==> src/rtl/hpdmc_sdr_datactl.sv <==
// hpdmc_sdr_datactl: DQ-bus sequencer for a 16-bit SDR SDRAM.
// Drives the tristate buffer for write bursts, captures read bursts
// CAS_LATENCY cycles after the command, and tells the command manager
// when a READ or WRITE can be issued without a bus collision.
// wr_data_ack and proto_err answer the command in the cycle it is issued,
// so they are decoded from registered state plus the command inputs; every
// other output comes straight from a flop.
module hpdmc_sdr_datactl #(
  parameter int BURST_LEN   = 4,
  parameter int CAS_LATENCY = 2,
  parameter int TURNAROUND  = 1
) (
  input  logic        sys_clk,
  input  logic        sdram_rst,
  input  logic        read,
  input  logic        write,
  output logic        read_safe,
  output logic        write_safe,
  input  logic [15:0] wr_data,
  input  logic [1:0]  wr_mask,
  output logic        wr_data_ack,
  output logic [15:0] rd_data,
  output logic        rd_valid,
  output logic [15:0] dq_t,
  output logic [15:0] dq_o,
  input  logic [15:0] dq_i,
  output logic [1:0]  sdram_dqm,
  output logic        proto_err
);

  // Window counters must hold the longest blocking window (read -> write).
  localparam int CW = $clog2(CAS_LATENCY + BURST_LEN + TURNAROUND + 1);
  localparam int BW = $clog2(BURST_LEN + 1);

  localparam logic [CW-1:0] RD_AFTER_RD = CW'(BURST_LEN - 1);
  localparam logic [CW-1:0] RD_AFTER_WR = CW'(BURST_LEN);
  localparam logic [CW-1:0] WR_AFTER_WR = CW'(BURST_LEN - 1);
  localparam logic [CW-1:0] WR_AFTER_RD = CW'(CAS_LATENCY + BURST_LEN + TURNAROUND - 1);
  localparam logic [BW-1:0] BEATS_M1    = BW'(BURST_LEN - 1);

  logic [CW-1:0]          rs_cnt_q, rs_cnt_d, rs_dec;
  logic [CW-1:0]          ws_cnt_q, ws_cnt_d, ws_dec;
  logic                   read_safe_q, write_safe_q;
  logic [BW-1:0]          wcnt_q, wcnt_d;
  logic [BW-1:0]          rcnt_q, rcnt_d;
  logic [CAS_LATENCY:0]   tok_q, tok_d;
  logic                   acc_rd, acc_wr, ack, capture, perr;
  logic [15:0]            dq_t_q, dq_o_q, rd_data_q;
  logic [1:0]             dqm_q;
  logic                   rd_valid_q;

  function automatic logic [CW-1:0] umax(input logic [CW-1:0] a, input logic [CW-1:0] b);
    return (a > b) ? a : b;
  endfunction

  // Command acceptance, protocol-error decode and write-beat handshake.
  // On a simultaneous read+write the read wins and the write is dropped.
  always_comb begin
    acc_rd = read & read_safe_q & ~sdram_rst;
    acc_wr = write & ~read & write_safe_q & ~sdram_rst;
    ack    = acc_wr | (wcnt_q != '0);
    perr   = ~sdram_rst & ((read & write) | (read & ~read_safe_q) | (write & ~write_safe_q));
  end

  // Next-state for the safe-window counters, beat counters and read tokens.
  // Overlapping windows are merged by keeping the larger remaining count.
  always_comb begin
    rs_dec   = (rs_cnt_q != '0) ? rs_cnt_q - CW'(1) : '0;
    ws_dec   = (ws_cnt_q != '0) ? ws_cnt_q - CW'(1) : '0;
    rs_cnt_d = rs_dec;
    ws_cnt_d = ws_dec;
    if (acc_rd) begin
      rs_cnt_d = umax(rs_dec, RD_AFTER_RD);
      ws_cnt_d = umax(ws_dec, WR_AFTER_RD);
    end else if (acc_wr) begin
      rs_cnt_d = umax(rs_dec, RD_AFTER_WR);
      ws_cnt_d = umax(ws_dec, WR_AFTER_WR);
    end

    wcnt_d = (wcnt_q != '0) ? wcnt_q - BW'(1) : '0;
    if (acc_wr) wcnt_d = BEATS_M1;

    // Token reaches the top of the chain in the cycle the first beat is on DQ.
    tok_d   = {tok_q[CAS_LATENCY-1:0], acc_rd};
    capture = tok_q[CAS_LATENCY] | (rcnt_q != '0);
    rcnt_d  = (rcnt_q != '0) ? rcnt_q - BW'(1) : '0;
    if (tok_q[CAS_LATENCY]) rcnt_d = BEATS_M1;
  end

  // Control state registers; reset drops every pending window and beat.
  always_ff @(posedge sys_clk) begin
    if (sdram_rst) begin
      rs_cnt_q     <= '0;
      ws_cnt_q     <= '0;
      read_safe_q  <= 1'b1;
      write_safe_q <= 1'b1;
      wcnt_q       <= '0;
      rcnt_q       <= '0;
      tok_q        <= '0;
    end else begin
      rs_cnt_q     <= rs_cnt_d;
      ws_cnt_q     <= ws_cnt_d;
      read_safe_q  <= (rs_cnt_d == '0);
      write_safe_q <= (ws_cnt_d == '0);
      wcnt_q       <= wcnt_d;
      rcnt_q       <= rcnt_d;
      tok_q        <= tok_d;
    end
  end

  // Data-path registers: write beat onto the pins one cycle after ack,
  // read beat captured from DQ and presented the following cycle.
  always_ff @(posedge sys_clk) begin
    if (sdram_rst) begin
      dq_t_q     <= 16'hFFFF;
      dq_o_q     <= '0;
      dqm_q      <= 2'b00;
      rd_valid_q <= 1'b0;
      rd_data_q  <= '0;
    end else begin
      dq_t_q     <= {16{~ack}};
      dq_o_q     <= ack ? wr_data : dq_o_q;
      dqm_q      <= ack ? ~wr_mask : 2'b00;
      rd_valid_q <= capture;
      rd_data_q  <= capture ? dq_i : rd_data_q;
    end
  end

  assign read_safe   = read_safe_q;
  assign write_safe  = write_safe_q;
  assign wr_data_ack = ack;
  assign proto_err   = perr;
  assign dq_t        = dq_t_q;
  assign dq_o        = dq_o_q;
  assign sdram_dqm   = dqm_q;
  assign rd_valid    = rd_valid_q;
  assign rd_data     = rd_data_q;

endmodule

==> config.mk <==
export PLATFORM = sky130hd
export DESIGN_NAME = hpdmc_sdr_datactl
export DESIGN_NICKNAME = d
export VERILOG_FILES = /design/src/rtl/hpdmc_sdr_datactl.sv
export SDC_FILE = /design/constraint.sdc
export NUM_CORES = 1
export LEC_CHECK = 0
export ABC_AREA = 1
export BUFFER_PORTS_ARGS = -buffer_cell sky130_fd_sc_hd__buf_2
export CORE_ASPECT_RATIO = 1.25
export CORE_MARGIN = 2
export CORE_UTILIZATION = 42
export DETAILED_ROUTE_END_ITERATION = 12
export PLACE_DENSITY = 0.87
export SLEW_MARGIN = 10
export SYNTH_ARGS = -nofsm -noshare
export SYNTH_HDL_FRONTEND = slang
export SYNTH_SLANG_ARGS = --single-unit
==> constraint.sdc <==
create_clock -name sys_clk -period 1.2 [get_ports sys_clk]
set_input_delay 0.24 -clock sys_clk [delete_from_list [all_inputs] [get_ports sys_clk]]
set_output_delay 0.24 -clock sys_clk [all_outputs]
set_load 0.05 [all_outputs]
==> impl_metrics.env <==
export IMPL_outcome="complete, but fails checks"
export IMPL_violations="setup timing"
export IMPL_post_route_util_pct=70.62
export IMPL_finalSetupViolCount=32
export IMPL_final_fill_count=351
export IMPL_cts_buffers=5
export IMPL_cts_htree_levels=2
export IMPL_cts_path_max_buffers=2
export IMPL_fp_dieArea_um2=5650
export IMPL_setup_ws_ns=-0.3680
export IMPL_period_share_pct=130.7
export IMPL_die_x_um=67.63
export IMPL_drive_above_1_share_pct=51.59
export IMPL_ant_nets=0
export IMPL_hold_violations=0
export IMPL_syn_to_final_growth_pct=59.45
export IMPL_port_buffers=92
export IMPL_num_vias=2067
export IMPL_post_place_cells=420
export IMPL_layout_commonest_cell="buf_2"
export IMPL_grt_max_degree=23
export IMPL_criticalPathCategory="flop to primary output"
export IMPL_maxSlewHeadroom_pct=76.86
export IMPL_worst_pin_slew_ns=0.3467
export IMPL_cts_hold_buf=0
export IMPL_most_common_layout_cells="buf_2 (65), nand2_1 (45), nor2_1 (40), dfxtp_1 (40), buf_4 (26)"
export IMPL_finClkSkew_ns=0.007269
export IMPL_start_util_pct=44.29
export IMPL_crit_path_max_fanout=2
export IMPL_die_y_um=83.54
export IMPL_syn_nets=319
export IMPL_cts_sinks=53
export IMPL_drv_slew=0
export IMPL_nNetsFinal=423
export IMPL_worstPathRequired_ns=0.96
export IMPL_clock_latency_ns=0.30
export IMPL_rows=28
export IMPL_min_period_ns=1.568
export IMPL_startpoint_type="flop"
export IMPL_ioPinCount=93
export IMPL_antenna_found_initial=0
export IMPL_syn_area_per_cell_um2=7.787
export IMPL_core_um2=4800
export IMPL_cap_violations=0
export IMPL_cp_data_arrival_time_ns=1.33
export IMPL_dr_pass1_iters=5
export IMPL_hold_path_class="input port to flop"
export IMPL_dp_hpwl_um=3521
export IMPL_diodes=0
export IMPL_synth_seq_area_share_pct=49.91
export IMPL_gp_congestion=0.7551
export IMPL_r2r_cells=7
export IMPL_drc_errors=0
export IMPL_instances_no_fill=438
export IMPL_synth_cell_type_count=22
export IMPL_wire_per_inst_um=12.81
export IMPL_gr_usage_all_layers_pct=18.29
export IMPL_grt_ovfl_total=0
export IMPL_grt_pass1_wl_um=8176
export IMPL_endpoint_kind="primary output"
export IMPL_netlist_instances=273
export IMPL_grt_pass1_vias=1953
export IMPL_cts_root_buf="clkbuf_8"
export IMPL_fmax_mhz=637.7
export IMPL_whs_path_depth=2
export IMPL_netlist_area_um2=2126
export IMPL_synth_seq_cells=53
export IMPL_ys_warn_count=0
export IMPL_clk_pin_slew_ns=0.10
export IMPL_wl_um=5611
export IMPL_finalSetupTns_ns=-1.756
export IMPL_drtIter0Drc=83
export IMPL_cts_tree="yes"
export IMPL_viasPerCell=4.719
export IMPL_rsz0062_at_grt="true"
==> state kept, by name (all words and copies together), names as in the netlist, 2 cells and up <==
name	cells
sdram_dqm	2
rs_cnt_q	3
ws_cnt_q	3
dq_o	16
tok_q	3
rd_data	16
rcnt_q	3
wcnt_q	3
==> cells by family after synthesis <==
group / count (synthesis) / synth area share (%)
AOI/OAI and AO/OA: 26 / 6.356
adders and majority gates: 8 / 4.709
buffers and inverters: 50 / 12.07
DFF: 53 / 49.91
and+or+nand+nor: 136 / 26.96
==> synthesized netlist by cell type, drive strengths merged <==
cell | instances | area [um2]
nor2 | 53 | 217.7
nor4 | 1 | 6.260
nor3 | 1 | 5.000
a21oi | 4 | 20.02
nand2 | 57 | 224.0
inv | 27 | 101.4
dfxtp | 53 | 1061
buf | 19 | 140.1
a211oi | 2 | 15.01
ha | 8 | 100.1
nand3 | 24 | 120.1
clkbuf | 4 | 15.01
o21ai | 20 | 100.1
==> what timing repair did <==
| action | 4_1_cts | 5_1_grt |
|---|---|---|
| setup buffers | 7 | 3 |
| resized for setup | 70 | 94 |
| endpoints found under the setup margin | 57 | 59 |
| pin swaps | 13 | 15 |
| endpoints found under the hold margin | 0 | 0 |
==> metrics by stage <==
step / hold WS, ns / area (um2) / setup slack, ns
after floorplan: 0.3124 / 2163 / -0.1973
after global placement: 0.3988 / 2701 / -0.09876
after detailed placement: 0.4014 / 2701 / -0.1356
after CTS: 0.07261 / 3049 / -0.3590
after global routing: 0.06411 / 3390 / -0.4289
final: 0.08018 / 3390 / -0.3680
==> worst max-delay path, cell delays in order (launching register included) <==
cell and delay (ns):
dfxtp_2 0.35, nor2_4 0.14, ha_4 0.15, inv_4 0.05
nor2_8 0.09, clkinvlp_4 0.09, buf_8 0.15
==> cell type report <==
cell class	count	area [um2]	share of cell area [%]
Clock buffer	8	111.4	3.285
Inverter	27	120.1	3.544
Multi-Input combinational cell	170	1046	30.86
Sequential cell	53	1085	32.00
Tap cell	60	75.07	2.215
Timing Repair Buffer	120	952.2	28.09
==> per-layer routing <==
layer / track usage, % / vias to the layer above / wire (um)
met5: 0 / - / 0
li1: - / 1038 / -
met3: 5.938 / 14 / 330
met4: 6.122 / 0 / 127
met1: 19.48 / 943 / 2130
met2: 32.62 / 72 / 3023
==> final timing paths <==
path / slack, ns / to / startpoint
worst max-delay path: -0.37 / wr_data_ack / wcnt_q[0]
worst min-delay path: 0.08 / sdram_dqm[1] / wr_mask[1]
worst min register to register: 0.41 / tok_q[1] / tok_q[0]
worst max register to register: -0.03 / dq_o[8] / wcnt_q[0]
Power is not shown: default switching activity piles up to over one toggle a cycle in this logic, so the estimate is an artifact.
